<file path="src/rtl/cnn_defines_pkg.sv">
// Shared CNN pipeline dimensions; the pool1 stage takes its parameter defaults from here.
package cnn_defines;
    localparam int CONV1_OUT_W = 24;
    localparam int CONV1_OUT_H = 24;
    localparam int CONV1_CH    = 6;
    localparam int CNN_FEAT_DW = 16;
    localparam int POOL1_OUT_W = 12;
endpackage

</file>
<file path="src/rtl/pool_row_buffer.sv">
// One-row store of horizontal 2:1 maxima (all channels per word), written on even rows, read on odd rows.
module pool_row_buffer #(
    parameter int DEPTH = 12,
    parameter int W     = 96,
    parameter int AW    = $clog2(DEPTH)
) (
    input  logic          clk,
    input  logic          we_i,
    input  logic [AW-1:0] waddr_i,
    input  logic [W-1:0]  wdata_i,
    input  logic [AW-1:0] raddr_i,
    output logic [W-1:0]  rdata_o
);
    logic [W-1:0] mem_q [DEPTH];

    // NOTE: storage has no reset; even rows always overwrite an entry before an odd row reads it.
    always_ff @(posedge clk) begin
        if (we_i) mem_q[waddr_i] <= wdata_i;
    end

    // Combinational read keeps the pooled result one cycle behind the last window beat.
    assign rdata_o = mem_q[raddr_i];
endmodule

</file>
<file path="src/rtl/pool1_max2x2.sv">
// 2x2 stride-2 max-pool with optional ReLU over a raster-order, valid-only multichannel stream.
module pool1_max2x2
    import cnn_defines::*;
#(
    parameter int CH    = CONV1_CH,
    parameter int DW    = CNN_FEAT_DW,
    parameter int IMG_W = CONV1_OUT_W,
    parameter int IMG_H = CONV1_OUT_H,
    parameter bit RELU  = 1'b1
) (
    input  logic             clk,
    input  logic             rst_n,
    input  logic [CH*DW-1:0] in_data,
    input  logic             in_valid,
    input  logic             in_sof,
    output logic [CH*DW-1:0] out_data,
    output logic             out_valid,
    output logic             out_sof,
    output logic             out_last
);
    localparam int PW = CH * DW;
    localparam int CW = $clog2(IMG_W);
    localparam int RW = $clog2(IMG_H);
    localparam int AW = CW - 1;

    logic [CW-1:0] col_q, col_d, col_eff;
    logic [RW-1:0] row_q, row_d, row_eff;
    logic [PW-1:0] hold_q, hmax, res, rb_rdata;
    logic [PW-1:0] out_data_q;
    logic          out_valid_q, out_sof_q, out_last_q;
    logic          sof_hit, fire, rb_we;

    // A qualified sof overrides the counters so that beat is always pixel (0,0).
    assign sof_hit = in_valid & in_sof;
    assign col_eff = sof_hit ? '0 : col_q;
    assign row_eff = sof_hit ? '0 : row_q;

    // NOTE: defaults first so every path assigns col_d/row_d and no latch is inferred.
    always_comb begin
        col_d = col_q;
        row_d = row_q;
        if (in_valid) begin
            if (col_eff == CW'(IMG_W - 1)) begin
                col_d = '0;
                row_d = (row_eff == RW'(IMG_H - 1)) ? '0 : row_eff + 1'b1;
            end else begin
                col_d = col_eff + 1'b1;
                row_d = row_eff;
            end
        end
    end

    assign rb_we = in_valid & ~row_eff[0] & col_eff[0];
    assign fire  = in_valid &  row_eff[0] & col_eff[0];

    pool_row_buffer #(
        .DEPTH (IMG_W / 2),
        .W     (PW),
        .AW    (AW)
    ) u_row_buffer (
        .clk     (clk),
        .we_i    (rb_we),
        .waddr_i (col_eff[CW-1:1]),
        .wdata_i (hmax),
        .raddr_i (col_eff[CW-1:1]),
        .rdata_o (rb_rdata)
    );

    for (genvar c = 0; c < CH; c++) begin : g_ch
        logic signed [DW-1:0] hold_s, in_s, buf_s, h_s, p_s;
        assign hold_s = $signed(hold_q[c*DW +: DW]);
        assign in_s   = $signed(in_data[c*DW +: DW]);
        assign buf_s  = $signed(rb_rdata[c*DW +: DW]);
        assign h_s    = (hold_s > in_s) ? hold_s : in_s;
        assign p_s    = (buf_s > h_s) ? buf_s : h_s;
        assign hmax[c*DW +: DW] = h_s;
        assign res[c*DW +: DW]  = (RELU && p_s[DW-1]) ? '0 : p_s;
    end

    // NOTE: non-blocking assignments for all state so every register samples pre-edge values.
    always_ff @(posedge clk or negedge rst_n) begin
        if (!rst_n) begin
            col_q       <= '0;
            row_q       <= '0;
            hold_q      <= '0;
            out_data_q  <= '0;
            out_valid_q <= 1'b0;
            out_sof_q   <= 1'b0;
            out_last_q  <= 1'b0;
        end else begin
            col_q       <= col_d;
            row_q       <= row_d;
            if (in_valid && !col_eff[0]) hold_q <= in_data;
            out_valid_q <= fire;
            out_sof_q   <= fire && (row_eff == RW'(1)) && (col_eff == CW'(1));
            out_last_q  <= fire && (row_eff == RW'(IMG_H - 1)) && (col_eff == CW'(IMG_W - 1));
            if (fire) out_data_q <= res;
        end
    end

    assign out_data  = out_data_q;
    assign out_valid = out_valid_q;
    assign out_sof   = out_sof_q;
    assign out_last  = out_last_q;
endmodule

</file>
<file path="config.mk">
export PLATFORM = sky130hd
export DESIGN_NAME = pool1_max2x2
export DESIGN_NICKNAME = d
export VERILOG_FILES = /design/src/rtl/cnn_defines_pkg.sv /design/src/rtl/pool_row_buffer.sv /design/src/rtl/pool1_max2x2.sv
export SDC_FILE = /design/constraint.sdc
export NUM_CORES = 2
export LEC_CHECK = 0
export CORE_MARGIN = 3
export CORE_UTILIZATION = 34
export DETAILED_ROUTE_END_ITERATION = 8
export PLACE_DENSITY = 0.55
export SKIP_CTS_REPAIR_TIMING = 1
export SYNTH_ARGS = -nofsm -noshare
export SYNTH_HDL_FRONTEND = slang
export SYNTH_HIERARCHICAL = 1
export SYNTH_SLANG_ARGS = --single-unit
</file>
<file path="constraint.sdc">
create_clock -name clk -period 11.39 [get_ports clk]
set_input_delay 2.278 -clock clk [delete_from_list [all_inputs] [get_ports clk]]
set_output_delay 2.278 -clock clk [all_outputs]
set_load 0.03 [all_outputs]
</file>
==> results.md <==
* Worst relative slew slack at 12.5%
* Unrepaired setup endpoints after global routing: no
* Gpl congestion at 0.774
* WL final at 144,000 µm
* Synth unique cells at 77
* Final slew viol count at 0
* Clock sinks at 1,351
* Hold Crit Class: register to register
* ANT nets after route at 0
* Worst VDD drop at 0.161 mV
* Final worst-path cycle share at 70.9%
* Post-Syn Area per Cell at 16.4 µm²
* Leak at 23.9 nW
* Clk_lat worst skew at 770 ps
* Post-synth EDFFs at 1,152
* Crit path capture type: register
* Cell family with most CP delay: compound AO/OA/AOI/OAI gates
* WP data arrival at 8730 ps
* Clock share of power at 34.5%
* Most common cell after layout, fill and taps aside: edfxtp_1
* Worst-path clk slew at 60 ps
* Mean routed wirelength per cell at 23.7 µm
* Setup TNS at 0 ps
* I/O Buffers at 192
* Initial drt markers at 2,532
* TritonRoute pass-1 iters at 7
* Dpl cells at 5,796
* YS warnings at 6
* Clk Tree Root Cell: clkbuf_16
* CP Launch Type: primary input
* Final hold violation count at 0
* Initial antenna violation count at 3
* Final min period at 8080 ps
* Syn Inst Count at 3,512
* DP HPWL at 81,700 µm
* Main synth FF type: edfxtp_1
* CTS tree: built
* I/O pin cnt at 199
* Area of the multi-input gates at 16,300 µm²
* Final instance area at 67,100 µm²
* Final Net Count at 4,028
* Vias in the first global route at 32,700
* Switching Fraction at 29.1%
* Synth Register Bits at 1,351
* Worst slew pin tran at 1310 ps
* Cell Area, Placed at 62,100 µm²
* Full die area at 175,000 µm²
* Tot GR Track Use at 16.4%
* Total grt overflow at 0
* CP bufs+invs at 3
* Post-Layout Cell Count at 6,073
* Internal at 0.0100 W
* Critical path's largest stage delay at 680 ps
* Critical Path RT at 12,040 ps
* PwrDens at 211 nW/µm²
* Critical path's slowest cell: clkdlybuf4s50_1
* Maximum clock rate at 124 MHz
* Pin count of the biggest net entering global routing at 97
* Vias per Instance at 5.26
* Sequential-to-total area share from yosys stat at 68.6%
* CP max FO at 92
* Drc violations at 0
* Die Width at 418 µm
* Area grow syn2layout at 16.3%
* Area of the core at 168,000 µm²
* Status: complete, no violations
* Row cnt at 150
* Die height at 418 µm
* Sequential power share at 42.9%
* Hold path start: hold_q[48]$_DFFE_PN0P_
* Synth Cell Area at 57,700 µm²
* WS Path Type: primary input to register
* # H-tree levels at 4
* MaxCap Viol Count at 0
* DR vias at 32,000
* Crit path from: in_valid
* Worst reg2reg setup slack at 5310 ps
* Starting Density at 34.4%
* Setup violators final at 0
* Synth async-reset ratio at 14.7%
* Share of cells above drive strength 1 at 14.0%
* Filler Cell Count at 15,300
* Net Sw Power at 0.00412 W
* Clock Skew at 32.6 ps
* Worst path cell trace: clkdlybuf4s50_1 > nand2_1 > nand2_1 > inv_8 > buf_12 > mux4_1 > a22oi_1 > o221ai_1 > ha_1 > a21o_1 > a21o_1 > a21o_1 > a21o_1 > a21oi_1 > o21ai_0 > or4_1 > a31oi_1 > o211ai_1 > o221ai_1
* FF+latch area at 39,600 µm²
* First-pass GRT wire length at 215,000 µm
* Worst reg2reg path startpoint: hold_q[31]$_DFFE_PN0P_
* Comb power frac at 22.6%
* Maximum clock path buffer count at 3
* Most frequent CP cell: a21o_1
* Total clock buffers created by CTS at 150
* Commonest cells after routing, fill and taps aside: edfxtp_1, inv_1, mux2i_1, nand2_1, dfrtp_1
[final cells by class]
cell class	count	area share, %
inverters	270	1.52
repair buffers	251	3.70
flip-flops and latches	1351	59.0
diodes	1	0.00373
clock inverters	88	1.36
multi-input cells	1720	24.2
well taps	2204	4.11
clock buffers	188	6.04
[metal layers]
metal	GRT usage, %	vias up	routed length (µm)
li1	-	14300	-
met1	23.1	16600	65000
met2	26.6	832	68500
met5	0	-	0
met3	2.58	191	7070
met4	4.37	0	3120
[flip-flops by register name, indices dropped and copies added, names as in the netlist]
| signal | flops |
|---|---|
| col_q | 5 |
| hold_q | 96 |
| row_q | 5 |
| u_row_buffer/mem_q | 1152 |
| out_last | 1 |
| out_data | 90 |
| out_sof | 1 |
| out_valid | 1 |
[cells in the mapped netlist, types with 5 or more instances]
library cell	n	share of area, %
buf_4	14	0.18
nand3_1	41	0.36
nor2b_1	14	0.15
a221o_1	16	0.28
o221ai_1	147	2.2
buf_6	32	0.63
mux4_1	16	0.73
a22oi_1	96	1.3
inv_1	269	1.8
a21o_1	30	0.39
nor3_1	11	0.095
o211ai_1	24	0.31
o31ai_1	5	0.065
buf_1	16	0.10
nor4_1	5	0.054
nand2b_1	10	0.11
o21ai_0	115	1.0
a2111oi_0	5	0.076
and2_1	21	0.23
nand4_1	32	0.35
clkbuf_1	95	0.62
or4_1	10	0.13
and3_1	12	0.13
nand2_1	231	1.5
o221ai_2	10	0.26
xnor2_1	11	0.17
a21oi_1	79	0.69
nor2_1	53	0.35
mux4_2	176	6.9
ha_1	184	4.0
mux2i_1	238	4.1
mux2_2	41	0.80
edfxtp_1	1152	60
dfrtp_1	199	8.6
buf_2	18	0.16
[stage by stage]
stage,setup slack [ps],hold slack (ps),power (W),utilization (%)
after floorplan,1040,457,0.00842,-
after global placement,2570,482,0.00938,37.0
after detailed placement,2530,494,0.00942,37.0
after CTS,3320,506,0.0143,40.0
after global routing,2810,509,0.0149,40.0
final,3310,503,0.0142,40.0
[power by group through the flow]
| stage | Combinational, W | Clock [W] | Sequential [W] |
|---|---|---|---|
| floorplan | 0.00225 | 0 | 0.00617 |
| global placement | 0.00321 | 0 | 0.00617 |
| detailed placement | 0.00324 | 0 | 0.00618 |
| CTS | 0.00325 | 0.00501 | 0.00608 |
| global route | 0.00357 | 0.00520 | 0.00610 |
| finish | 0.00321 | 0.00488 | 0.00608 |
[kinds of logic (layout without fill, tap and decap cells)]
| group | Yosys count | in the layout | share of synthesized area, % |
|---|---|---|---|
| flip-flops | 1351 | 1351 | 68.6 |
| AO/OA/AOI/OAI | 581 | 581 | 7.34 |
| multiplexers | 472 | 472 | 12.6 |
| AND/OR/NAND/NOR | 459 | 459 | 3.70 |
| buffers and inverters | 446 | 797 | 3.45 |
| adder cells (fa/ha/maj) | 189 | 189 | 4.08 |
| XOR/XNOR | 13 | 13 | 0.198 |
| other | 1 | 7 | 0.00650 |
[path summary, 6_finish.rpt]
path	to	depth (start not counted)
max	out_data[71]$_DFFE_PN0P_	19
min	hold_q[48]$_DFFE_PN0P_	1
max reg2reg	out_data[23]$_DFFE_PN0P_	19
min reg2reg	hold_q[48]$_DFFE_PN0P_	1
max in group asynchronous	out_data[61]$_DFFE_PN0P_	3
min in group asynchronous	hold_q[91]$_DFFE_PN0P_	1
Power figures use the tool's default switching activity.
